## config.mk

```make
export PLATFORM = sky130hd
export DESIGN_NAME = decode
export DESIGN_NICKNAME = d
export VERILOG_FILES = /design/src/rtl/rv32i_pkg.sv /design/src/rtl/decode_imm_gen.sv /design/src/rtl/decode.sv
export SDC_FILE = /design/constraint.sdc
export NUM_CORES = 1
export LEC_CHECK = 0
export BUFFER_PORTS_ARGS = -buffer_cell sky130_fd_sc_hd__buf_2
export CAP_MARGIN = 5
export CORE_ASPECT_RATIO = 1.1
export CORE_MARGIN = 10
export CORE_UTILIZATION = 49
export CTS_CLUSTER_SIZE = 16
export DETAILED_ROUTE_END_ITERATION = 6
export GPL_ROUTABILITY_DRIVEN = 1
export GPL_TIMING_DRIVEN = 0
export PLACE_DENSITY = 0.88
export SLEW_MARGIN = 5
export SYNTH_ARGS = -nofsm -noshare
export SYNTH_HDL_FRONTEND = slang
export SYNTH_SLANG_ARGS = --single-unit
```

## constraint.sdc

```tcl
create_clock -name clk -period 0.8 [get_ports clk]
set_input_delay 0.08 -clock clk [delete_from_list [all_inputs] [get_ports clk]]
set_output_delay 0.08 -clock clk [all_outputs]
set_load 0.01 [all_outputs]
```

## src/rtl/rv32i_pkg.sv

```systemverilog
// Shared RV32I encodings: opcodes, funct3 values and
// bit positions of the one-hot opcode-class and ALU vectors.
package rv32i_pkg;

  localparam int ALU_W = 14;
  localparam int OPC_W = 11;

  localparam logic [6:0] OP_RTYPE  = 7'b0110011;
  localparam logic [6:0] OP_ITYPE  = 7'b0010011;
  localparam logic [6:0] OP_LOAD   = 7'b0000011;
  localparam logic [6:0] OP_STORE  = 7'b0100011;
  localparam logic [6:0] OP_BRANCH = 7'b1100011;
  localparam logic [6:0] OP_JAL    = 7'b1101111;
  localparam logic [6:0] OP_JALR   = 7'b1100111;
  localparam logic [6:0] OP_LUI    = 7'b0110111;
  localparam logic [6:0] OP_AUIPC  = 7'b0010111;
  localparam logic [6:0] OP_SYSTEM = 7'b1110011;
  localparam logic [6:0] OP_FENCE  = 7'b0001111;

  localparam int OPC_RTYPE  = 0;
  localparam int OPC_ITYPE  = 1;
  localparam int OPC_LOAD   = 2;
  localparam int OPC_STORE  = 3;
  localparam int OPC_BRANCH = 4;
  localparam int OPC_JAL    = 5;
  localparam int OPC_JALR   = 6;
  localparam int OPC_LUI    = 7;
  localparam int OPC_AUIPC  = 8;
  localparam int OPC_SYSTEM = 9;
  localparam int OPC_FENCE  = 10;

  localparam logic [3:0] ALU_ADD  = 4'd0;
  localparam logic [3:0] ALU_SUB  = 4'd1;
  localparam logic [3:0] ALU_SLL  = 4'd2;
  localparam logic [3:0] ALU_SLT  = 4'd3;
  localparam logic [3:0] ALU_SLTU = 4'd4;
  localparam logic [3:0] ALU_XOR  = 4'd5;
  localparam logic [3:0] ALU_SRL  = 4'd6;
  localparam logic [3:0] ALU_SRA  = 4'd7;
  localparam logic [3:0] ALU_OR   = 4'd8;
  localparam logic [3:0] ALU_AND  = 4'd9;
  localparam logic [3:0] ALU_EQ   = 4'd10;
  localparam logic [3:0] ALU_NEQ  = 4'd11;
  localparam logic [3:0] ALU_GE   = 4'd12;
  localparam logic [3:0] ALU_GEU  = 4'd13;
  // Branch compares share the set-less-than lanes.
  localparam logic [3:0] ALU_LT   = ALU_SLT;
  localparam logic [3:0] ALU_LTU  = ALU_SLTU;

  localparam logic [2:0] F3_ADD  = 3'b000;
  localparam logic [2:0] F3_SLL  = 3'b001;
  localparam logic [2:0] F3_SLT  = 3'b010;
  localparam logic [2:0] F3_SLTU = 3'b011;
  localparam logic [2:0] F3_XOR  = 3'b100;
  localparam logic [2:0] F3_SR   = 3'b101;
  localparam logic [2:0] F3_OR   = 3'b110;
  localparam logic [2:0] F3_AND  = 3'b111;

  localparam logic [2:0] F3_BEQ  = 3'b000;
  localparam logic [2:0] F3_BNE  = 3'b001;
  localparam logic [2:0] F3_BLT  = 3'b100;
  localparam logic [2:0] F3_BGE  = 3'b101;
  localparam logic [2:0] F3_BLTU = 3'b110;
  localparam logic [2:0] F3_BGEU = 3'b111;

  function automatic logic [3:0] arith_idx(
    input logic [2:0] f3,
    input logic       alt,
    input logic       rtype
  );
    logic [3:0] r;
    r = ALU_ADD;
    unique case (f3)
      F3_ADD:  r = (alt && rtype) ? ALU_SUB : ALU_ADD;
      F3_SLL:  r = ALU_SLL;
      F3_SLT:  r = ALU_SLT;
      F3_SLTU: r = ALU_SLTU;
      F3_XOR:  r = ALU_XOR;
      F3_SR:   r = alt ? ALU_SRA : ALU_SRL;
      F3_OR:   r = ALU_OR;
      F3_AND:  r = ALU_AND;
      default: r = ALU_ADD;
    endcase
    return r;
  endfunction

  function automatic logic [3:0] branch_idx(
    input logic [2:0] f3
  );
    logic [3:0] r;
    r = ALU_EQ;
    unique case (f3)
      F3_BEQ:  r = ALU_EQ;
      F3_BNE:  r = ALU_NEQ;
      F3_BLT:  r = ALU_LT;
      F3_BGE:  r = ALU_GE;
      F3_BLTU: r = ALU_LTU;
      F3_BGEU: r = ALU_GEU;
      default: r = ALU_EQ;
    endcase
    return r;
  endfunction

endpackage

```

## src/rtl/decode_imm_gen.sv

```systemverilog
// Immediate generator: picks the I/S/B/U/J layout from the
// opcode and sign-extends; formats without an immediate give 0.
module decode_imm_gen
  import rv32i_pkg::*;
(
  input  logic [31:0] instr_i,
  output logic [31:0] imm_o
);

  logic [31:0] i;
  assign i = instr_i;

  always_comb begin
    imm_o = '0;
    unique case (i[6:0])
      OP_ITYPE, OP_LOAD, OP_JALR:
        imm_o = {{20{i[31]}}, i[31:20]};
      OP_STORE:
        imm_o = {{20{i[31]}}, i[31:25], i[11:7]};
      OP_BRANCH:
        imm_o = {{19{i[31]}}, i[31], i[7],
                 i[30:25], i[11:8], 1'b0};
      OP_LUI, OP_AUIPC:
        imm_o = {i[31:12], 12'b0};
      OP_JAL:
        imm_o = {{11{i[31]}}, i[31], i[19:12],
                 i[20], i[30:21], 1'b0};
      default:
        imm_o = '0;
    endcase
  end

endmodule

```

## src/rtl/decode.sv

```systemverilog
// RV32I decode stage: field decoder plus the decode/execute
// pipeline register with flush/stall/bubble handling.
module decode
  import rv32i_pkg::*;
#(
  parameter int ALU_OP_W = ALU_W,
  parameter int OPCODE_W = OPC_W
) (
  input  logic                clk,
  input  logic                rst,
  input  logic [31:0]         fetch_instr,
  input  logic [31:0]         fetch_pc,
  input  logic                clk_en,
  output logic [31:0]         decode_pc,
  output logic [4:0]          decode_rs1_addr,
  output logic [4:0]          decode_rs2_addr,
  output logic [4:0]          decode_rd_addr,
  output logic [31:0]         decode_imm,
  output logic [2:0]          decode_funct3,
  output logic [ALU_OP_W-1:0] decode_alu_op,
  output logic [OPCODE_W-1:0] decode_opcode,
  output logic                decode_illegal,
  input  logic                stall,
  input  logic                flush,
  output logic                next_clk_en
);

  logic [6:0] op;
  logic [2:0] f3;
  logic [6:0] f7;
  logic       alt;

  assign op  = fetch_instr[6:0];
  assign f3  = fetch_instr[14:12];
  assign f7  = fetch_instr[31:25];
  assign alt = fetch_instr[30];

  logic [31:0]         imm_d;
  logic [ALU_OP_W-1:0] alu_d;
  logic [OPCODE_W-1:0] opc_d;
  logic [4:0]          rd_d;
  logic                ill_d;
  logic                wr;
  logic                alu_v;
  logic [3:0]          alu_idx;

  decode_imm_gen u_imm (
    .instr_i (fetch_instr),
    .imm_o   (imm_d)
  );

  always_comb begin
    opc_d   = '0;
    ill_d   = 1'b0;
    wr      = 1'b1;
    alu_v   = 1'b1;
    alu_idx = ALU_ADD;
    unique case (op)
      OP_RTYPE: begin
        opc_d[OPC_RTYPE] = 1'b1;
        // Only ADD/SUB and SRL/SRA have an alternate funct7.
        ill_d = !((f7 == 7'b0000000) ||
                  (f7 == 7'b0100000 &&
                   (f3 == F3_ADD || f3 == F3_SR)));
        alu_idx = arith_idx(f3, alt, 1'b1);
      end
      OP_ITYPE: begin
        opc_d[OPC_ITYPE] = 1'b1;
        ill_d = (f3 == F3_SLL && f7 != 7'b0) ||
                (f3 == F3_SR && f7 != 7'b0 &&
                 f7 != 7'b0100000);
        alu_idx = arith_idx(f3, alt, 1'b0);
      end
      OP_LOAD: begin
        opc_d[OPC_LOAD] = 1'b1;
        ill_d = (f3 == 3'd3) || (f3 >= 3'd6);
      end
      OP_STORE: begin
        opc_d[OPC_STORE] = 1'b1;
        ill_d = (f3 >= 3'd3);
        wr    = 1'b0;
      end
      OP_BRANCH: begin
        opc_d[OPC_BRANCH] = 1'b1;
        ill_d   = (f3 == 3'd2) || (f3 == 3'd3);
        wr      = 1'b0;
        alu_idx = branch_idx(f3);
      end
      OP_JAL: opc_d[OPC_JAL] = 1'b1;
      OP_JALR: begin
        opc_d[OPC_JALR] = 1'b1;
        ill_d = (f3 != 3'd0);
      end
      OP_LUI:   opc_d[OPC_LUI] = 1'b1;
      OP_AUIPC: opc_d[OPC_AUIPC] = 1'b1;
      OP_SYSTEM: begin
        opc_d[OPC_SYSTEM] = 1'b1;
        wr    = 1'b0;
        alu_v = 1'b0;
      end
      OP_FENCE: begin
        opc_d[OPC_FENCE] = 1'b1;
        wr    = 1'b0;
        alu_v = 1'b0;
      end
      default: begin
        ill_d = 1'b1;
        alu_v = 1'b0;
      end
    endcase
    if (ill_d) begin
      opc_d = '0;
      alu_v = 1'b0;
    end
  end

  always_comb begin
    alu_d = '0;
    if (alu_v) alu_d = ALU_OP_W'(1) << alu_idx;
  end

  assign rd_d = (wr && !ill_d) ? fetch_instr[11:7] : 5'd0;

  logic [31:0]         pc_q;
  logic [4:0]          rs1_q, rs2_q, rd_q;
  logic [31:0]         imm_q;
  logic [2:0]          f3_q;
  logic [ALU_OP_W-1:0] alu_q;
  logic [OPCODE_W-1:0] opc_q;
  logic                ill_q;
  logic                vld_q;

  always_ff @(posedge clk or negedge rst) begin
    if (!rst) begin
      pc_q  <= '0;
      rs1_q <= '0;
      rs2_q <= '0;
      rd_q  <= '0;
      imm_q <= '0;
      f3_q  <= '0;
      alu_q <= '0;
      opc_q <= '0;
      ill_q <= 1'b0;
      vld_q <= 1'b0;
    end else if (flush) begin
      ill_q <= 1'b0;
      vld_q <= 1'b0;
    end else if (stall) begin
      vld_q <= 1'b0;
    end else if (clk_en) begin
      pc_q  <= fetch_pc;
      rs1_q <= fetch_instr[19:15];
      rs2_q <= fetch_instr[24:20];
      rd_q  <= rd_d;
      imm_q <= imm_d;
      f3_q  <= f3;
      alu_q <= alu_d;
      opc_q <= opc_d;
      ill_q <= ill_d;
      vld_q <= 1'b1;
    end else begin
      vld_q <= 1'b0;
    end
  end

  assign decode_pc       = pc_q;
  assign decode_rs1_addr = rs1_q;
  assign decode_rs2_addr = rs2_q;
  assign decode_rd_addr  = rd_q;
  assign decode_imm      = imm_q;
  assign decode_funct3   = f3_q;
  assign decode_alu_op   = alu_q;
  assign decode_opcode   = opc_q;
  assign decode_illegal  = ill_q;
  assign next_clk_en     = vld_q;

endmodule

```

==> results.md, run 1 <==
* Placed cell area at 6170 um2
* Distinct cell type count after synthesis at 46
* Total GRT Usage at 83.5%
* Antenna violations before repair at 3
* Root Buffer: clkbuf_8
* Mean Syn Cell Area at 9.04 um2
* First error: [ERROR GRT-0232] Routing congestion too high. Check the congestion heatmap in the GUI.
* Die Ht at 124 um
* Post-synthesis net count at 602
* IO Port Bufs at 175
* Gpl congestion at 0.885
* Pre-CTS setup slack at -1200 ps
* Asr flop ratio synth at 100%
* H-tree Lvls at 3
* Largest net degree at the start of global routing at 73
* Post-synth top area share at 56.6%
* # IOs at 178
* Die W at 115 um
* Congestion Overflow GR at 625
* Mapped Cells at 533
* Biggest area consumer among synthesized cells: dfrtp_1
* Synth top area cells: dfrtp_1 (57%), nand2_1 (15%), o21ai_0 (3.1%), a21oi_1 (2.6%), clkbuf_1 (2.1%)
* Worst ep type: sequential cell input
* YS warnings at 0
* Stopped at: global routing
* Synth Register Bits at 109
* Post-synth EDFFs at 0
* Longest Clk Path Bufs at 2
* DP HPWL at 12,600 um
* Status: aborted with a tool error
* Register area share after synthesis at 56.6%
* Main synth FF type: dfrtp_1
* Cell area after synthesis at 4820 um2
* Rows at 37
* Grt repair worst endpoint: decode_rd_addr[1]$_DFFE_PN0P_/D
* Initial Util at 50.8%
* CTS Sinks at 109
* Placed insts at 826
* CTS buffer count at 9
==> metrics by stage <==
step	setup TNS, ps	hold WS [ps]
after floorplan	-40720	-216
after global placement	-239930	247
after detailed placement	-82210	91.2
after CTS	-46510	-324
==> synthesized netlist by cell type, types with 2 or more instances <==
master and count:
a21boi_0 2, a21oi_1 25, a221oi_1 5, a22o_1 9
a22oi_1 2, a31oi_1 4, a32o_1 9, and3_1 3
buf_2 7, buf_4 2, clkbuf_1 27, dfrtp_1 109
inv_1 3, nand2_1 195, nand2b_1 9, nand3_1 10
nand4_1 2, nor2_1 23, nor2b_1 5, nor3_1 9
nor3_2 2, nor3b_1 2, nor4_1 2, o21ai_0 30
o21ai_1 3, o22ai_1 3, o31ai_1 10, o31ai_2 2
or3_1 2
==> per-layer routing <==
layer  GRT usage [%]  GRT overflow
met5            32.3             2
met4            96.8           205
met3            68.7            10
met2             104           405
met1            74.4             3
==> timing repair <==
item,CTS
hold buffers,50
setup buffers,56
gates resized for setup,113
cloned,1
pin swaps,16
hold endpoints to repair,95
setup endpoints to repair,217
==> cells by family after synthesis <==
| logic type | share of synthesized area, % |
|---|---|
| AO/OA/AOI/OAI | 16.0 |
| buffers and inverters | 3.69 |
| AND/OR/NAND/NOR | 23.7 |
| flip-flops | 56.6 |
==> inputs of run 2 (changes only) <==
CORE_ASPECT_RATIO = default   (was 1.1)
CORE_UTILIZATION = 35   (was 49)
CTS_CLUSTER_SIZE = default   (was 16)
PLACE_DENSITY = default   (was 0.88)
PLACE_DENSITY_LB_ADDON = 0.15   (was default)
==> run 2 against run 1 <==
Net effect:
- the flow now finishes, with violations (hold timing, setup timing)
- synthesized cell count stayed put
- synthesized area stayed put
==> results.md, run 2 <==
* Status: finished, violations left
* Failing checks: hold timing, setup timing
* Gpl congestion at 0.878
* Comb power frac at 24.9%
* Congestion Overflow GR at 0
* Cell area after synthesis at 4820 um2
* P per Cell Area at 1540 nW/um2
* Area of the multi-input gates at 2520 um2
* Via count at 5,353
* # IOs at 178
* LEAKAGE at 0.00444 uW
* Mean Syn Cell Area at 9.04 um2
* First-pass GRT wire length at 28,900 um
* Register area share after synthesis at 56.6%
* DRC at 0
* Antenna violations before repair at 0
* Worst r2r dst: decode_rd_addr[2]$_DFFE_PN0P_
* H-tree Lvls at 3
* Die W at 137 um
* Die Ht at 137 um
* Top-count cell post-synth: nand2_1
* Crit-path max FO at 7
* Nets at 941
* Post-synth top area share at 56.6%
* Post-route setup slack at -656 ps
* Worst slew pin tran at 666 ps
* Startpoint types: primary input
* CTS Sinks at 109
* CTS clk-pin slew, worst paths at 70 ps
* Clock Skews at 0 ps
* Main synth FF type: dfrtp_1
* Commonest non-fill, non-tap cell in the layout: nand2_1
* Clock share of power at 29.9%
* Crit path required time at 1070 ps
* Largest net degree at the start of global routing at 80
* Crit-path cells: buf_8, buf_8, nand3b_1, or3_4, o22ai_2, a31o_1, or3_4, buf_8, o31ai_2
* Switching power at 3970 uW
* Non-Filler Instances at 1,052
* FF/Latch Area at 2730 um2
* Skew-Pair Late Insertion Delay at 360 ps
* Via density at 5.09
* Initial DRC count at 301
* Area grow syn2layout at 86.9%
* Max Transition Viols Final at 0
* Min Tclk post-route at 1460 ps
* Post-DRT Antenna Nets at 0
* Core ar. at 13,300 um2
* 1st-pass router iterations at 4
* Per-cell routed wire length at 19.1 um
* Hold slack at -411 ps
* Biggest area consumer among synthesized cells: dfrtp_1
* F_max at 0.687 GHz
* Internal power at 9930 uW
* Max incr delay on CP at 430 ps
* IO Port Bufs at 175
* Total GRT Usage at 19.6%
* Post-synth EDFFs at 0
* Crit path DAT at 1730 ps
* Hold Vio Cnt, Final at 87
* Longest Clk Path Bufs at 2
* RSZ-0062 raised after global routing: true
* Post-synthesis net count at 602
* Reg2reg start: decode_rd_addr[2]$_DFFE_PN0P_
* DP HPWL at 12,800 um
* Fraction of layout cells with a size suffix above 1 at 48.4%
* Placed insts at 885
* Root Buffer: clkbuf_16
* Distinct cell type count after synthesis at 46
* YS warnings at 0
* TritonCTS clock tree: yes
* Initial Util at 36.1%
* Setup violations, final at 169
* Worst path most repeated cell: buf_8
* Hold crit path type: in2async
* Synth top area cells: dfrtp_1 (57%), nand2_1 (15%), o21ai_0 (3.1%), a21oi_1 (2.6%), clkbuf_1 (2.1%)
* Commonest cells in the netlist: nand2_1 (195), dfrtp_1 (109), o21ai_0 (30)
* Tot Pwr at 13,900 uW
* Final wirelength at 20,100 um
* Reg2Reg Setup Slack at -120 ps
* Rows at 42
* CP Class: in2reg
* Power share of the sequential group at 45.2%
* Die ar. at 18,900 um2
* Most frequent cells in the layout: nand2_1 (182), dfrtp_1 (109), buf_6 (95), buf_2 (95), buf_4 (86)
* Worst slew margin at 55.6%
* Post-route clock period utilization at 182%
* Synth Register Bits at 109
* Antenna diodes at 0
* Mapped Cells at 533
* CP max stage cell: or3_4
* Vias in the first global route at 5,226
* Switching Share at 28.6%
* Cts hold-fix bufs at 49
* Worst Reg-to-Reg Cells at 4
* Asr flop ratio synth at 100%
* Worst VDD drop at 938 uV
* CTS buffer count at 9
* Max_cap viols at 0
* Crit path capture type: register
* Fillcell total at 1,041
==> run 2: cell counts after synthesis <==
Identical to the previous run, type by type.
==> run 2: timing repair <==
item	in CTS	in global routing
buffers inserted	64	41
setup endpoints to repair	217	217
endpoints found under the hold margin	85	30
pin swaps	19	37
resized for setup	123	129
gates cloned	1	3
==> run 2: final cells by class <==
cell class | count | share of cell area [%]
Tap cell | 176 | 2.45
Clock inverter | 3 | 0.264
Inverter | 4 | 0.236
Timing Repair Buffer | 329 | 31.5
Clock buffer | 12 | 2.63
Sequential cell | 109 | 30.3
Multi-Input combinational cell | 383 | 28.0
Buffer | 36 | 4.63
==> run 2: worst max path at each step <==
stage	cells past startpoint	end	from	slack [ps]
3_5_place_dp	7	decode_alu_op[10]$_DFFE_PN0P_	fetch_instr[27]	-1220
4_1_cts	9	decode_rd_addr[4]$_DFFE_PN0P_	fetch_instr[4]	-610
5_1_grt	9	decode_rd_addr[4]$_DFFE_PN0P_	fetch_instr[6]	-710
6_report	9	decode_rd_addr[0]$_DFFE_PN0P_	fetch_instr[6]	-660
2_1_floorplan	8	decode_rd_addr[4]$_DFFE_PN0P_	fetch_instr[4]	-750
3_3_place_gp	1	decode_alu_op[2]$_DFFE_PN0P_	rst	-1620
==> run 2: kinds of logic (layout without fill, tap and decap cells) <==
group,after synthesis,in the layout,share of synthesized area (%)
AOI/OAI and AO/OA,114,114,16.0
DFF,109,109,56.6
buffers and inverters,41,384,3.69
and+or+nand+nor,269,269,23.7
==> run 2: per-stage QoR <==
stage | TNS, ps | hold WS [ps] | utilization, % | worst slack (ps) | instance area (um2)
6_report | -47490 | -411 | 67.5 | -656 | 9000
5_1_grt | -53040 | -394 | 67.5 | -707 | 9000
3_5_place_dp | -82830 | -19.0 | 46.8 | -1220 | 6240
3_3_place_gp | -256500 | 245 | 46.5 | -1620 | 6210
4_1_cts | -45700 | -401 | 60.7 | -606 | 8100
2_1_floorplan | -40720 | -216 | - | -753 | 5110
==> run 2: power by group through the flow <==
stage	Sequential [uW]	Clock [uW]	Combinational (uW)
after detailed placement	6320	0	2190
after global routing	6330	4460	3750
after global placement	6290	0	2150
final	6280	4160	3470
after CTS	6230	4230	2930
after floorplan	6560	0	799
==> run 2: worst max-delay path: cells and delay by family <==
kind	cells	cell delay, ps
buffers and inverters	3	400
AOI/OAI and AO/OA	3	490
and+or+nand+nor	3	750
==> run 2: layer usage <==
layer / part of all wire, % / vias to the layer above / global-route usage, %
li1: - / 2498 / -
met4: 2.2 / 0 / 6.73
met5: 0 / - / 0
met2: 49 / 232 / 32.0
met3: 8.2 / 33 / 5.39
met1: 40 / 2590 / 24.5
No activity file was read; power rests on OpenSTA's default activity.
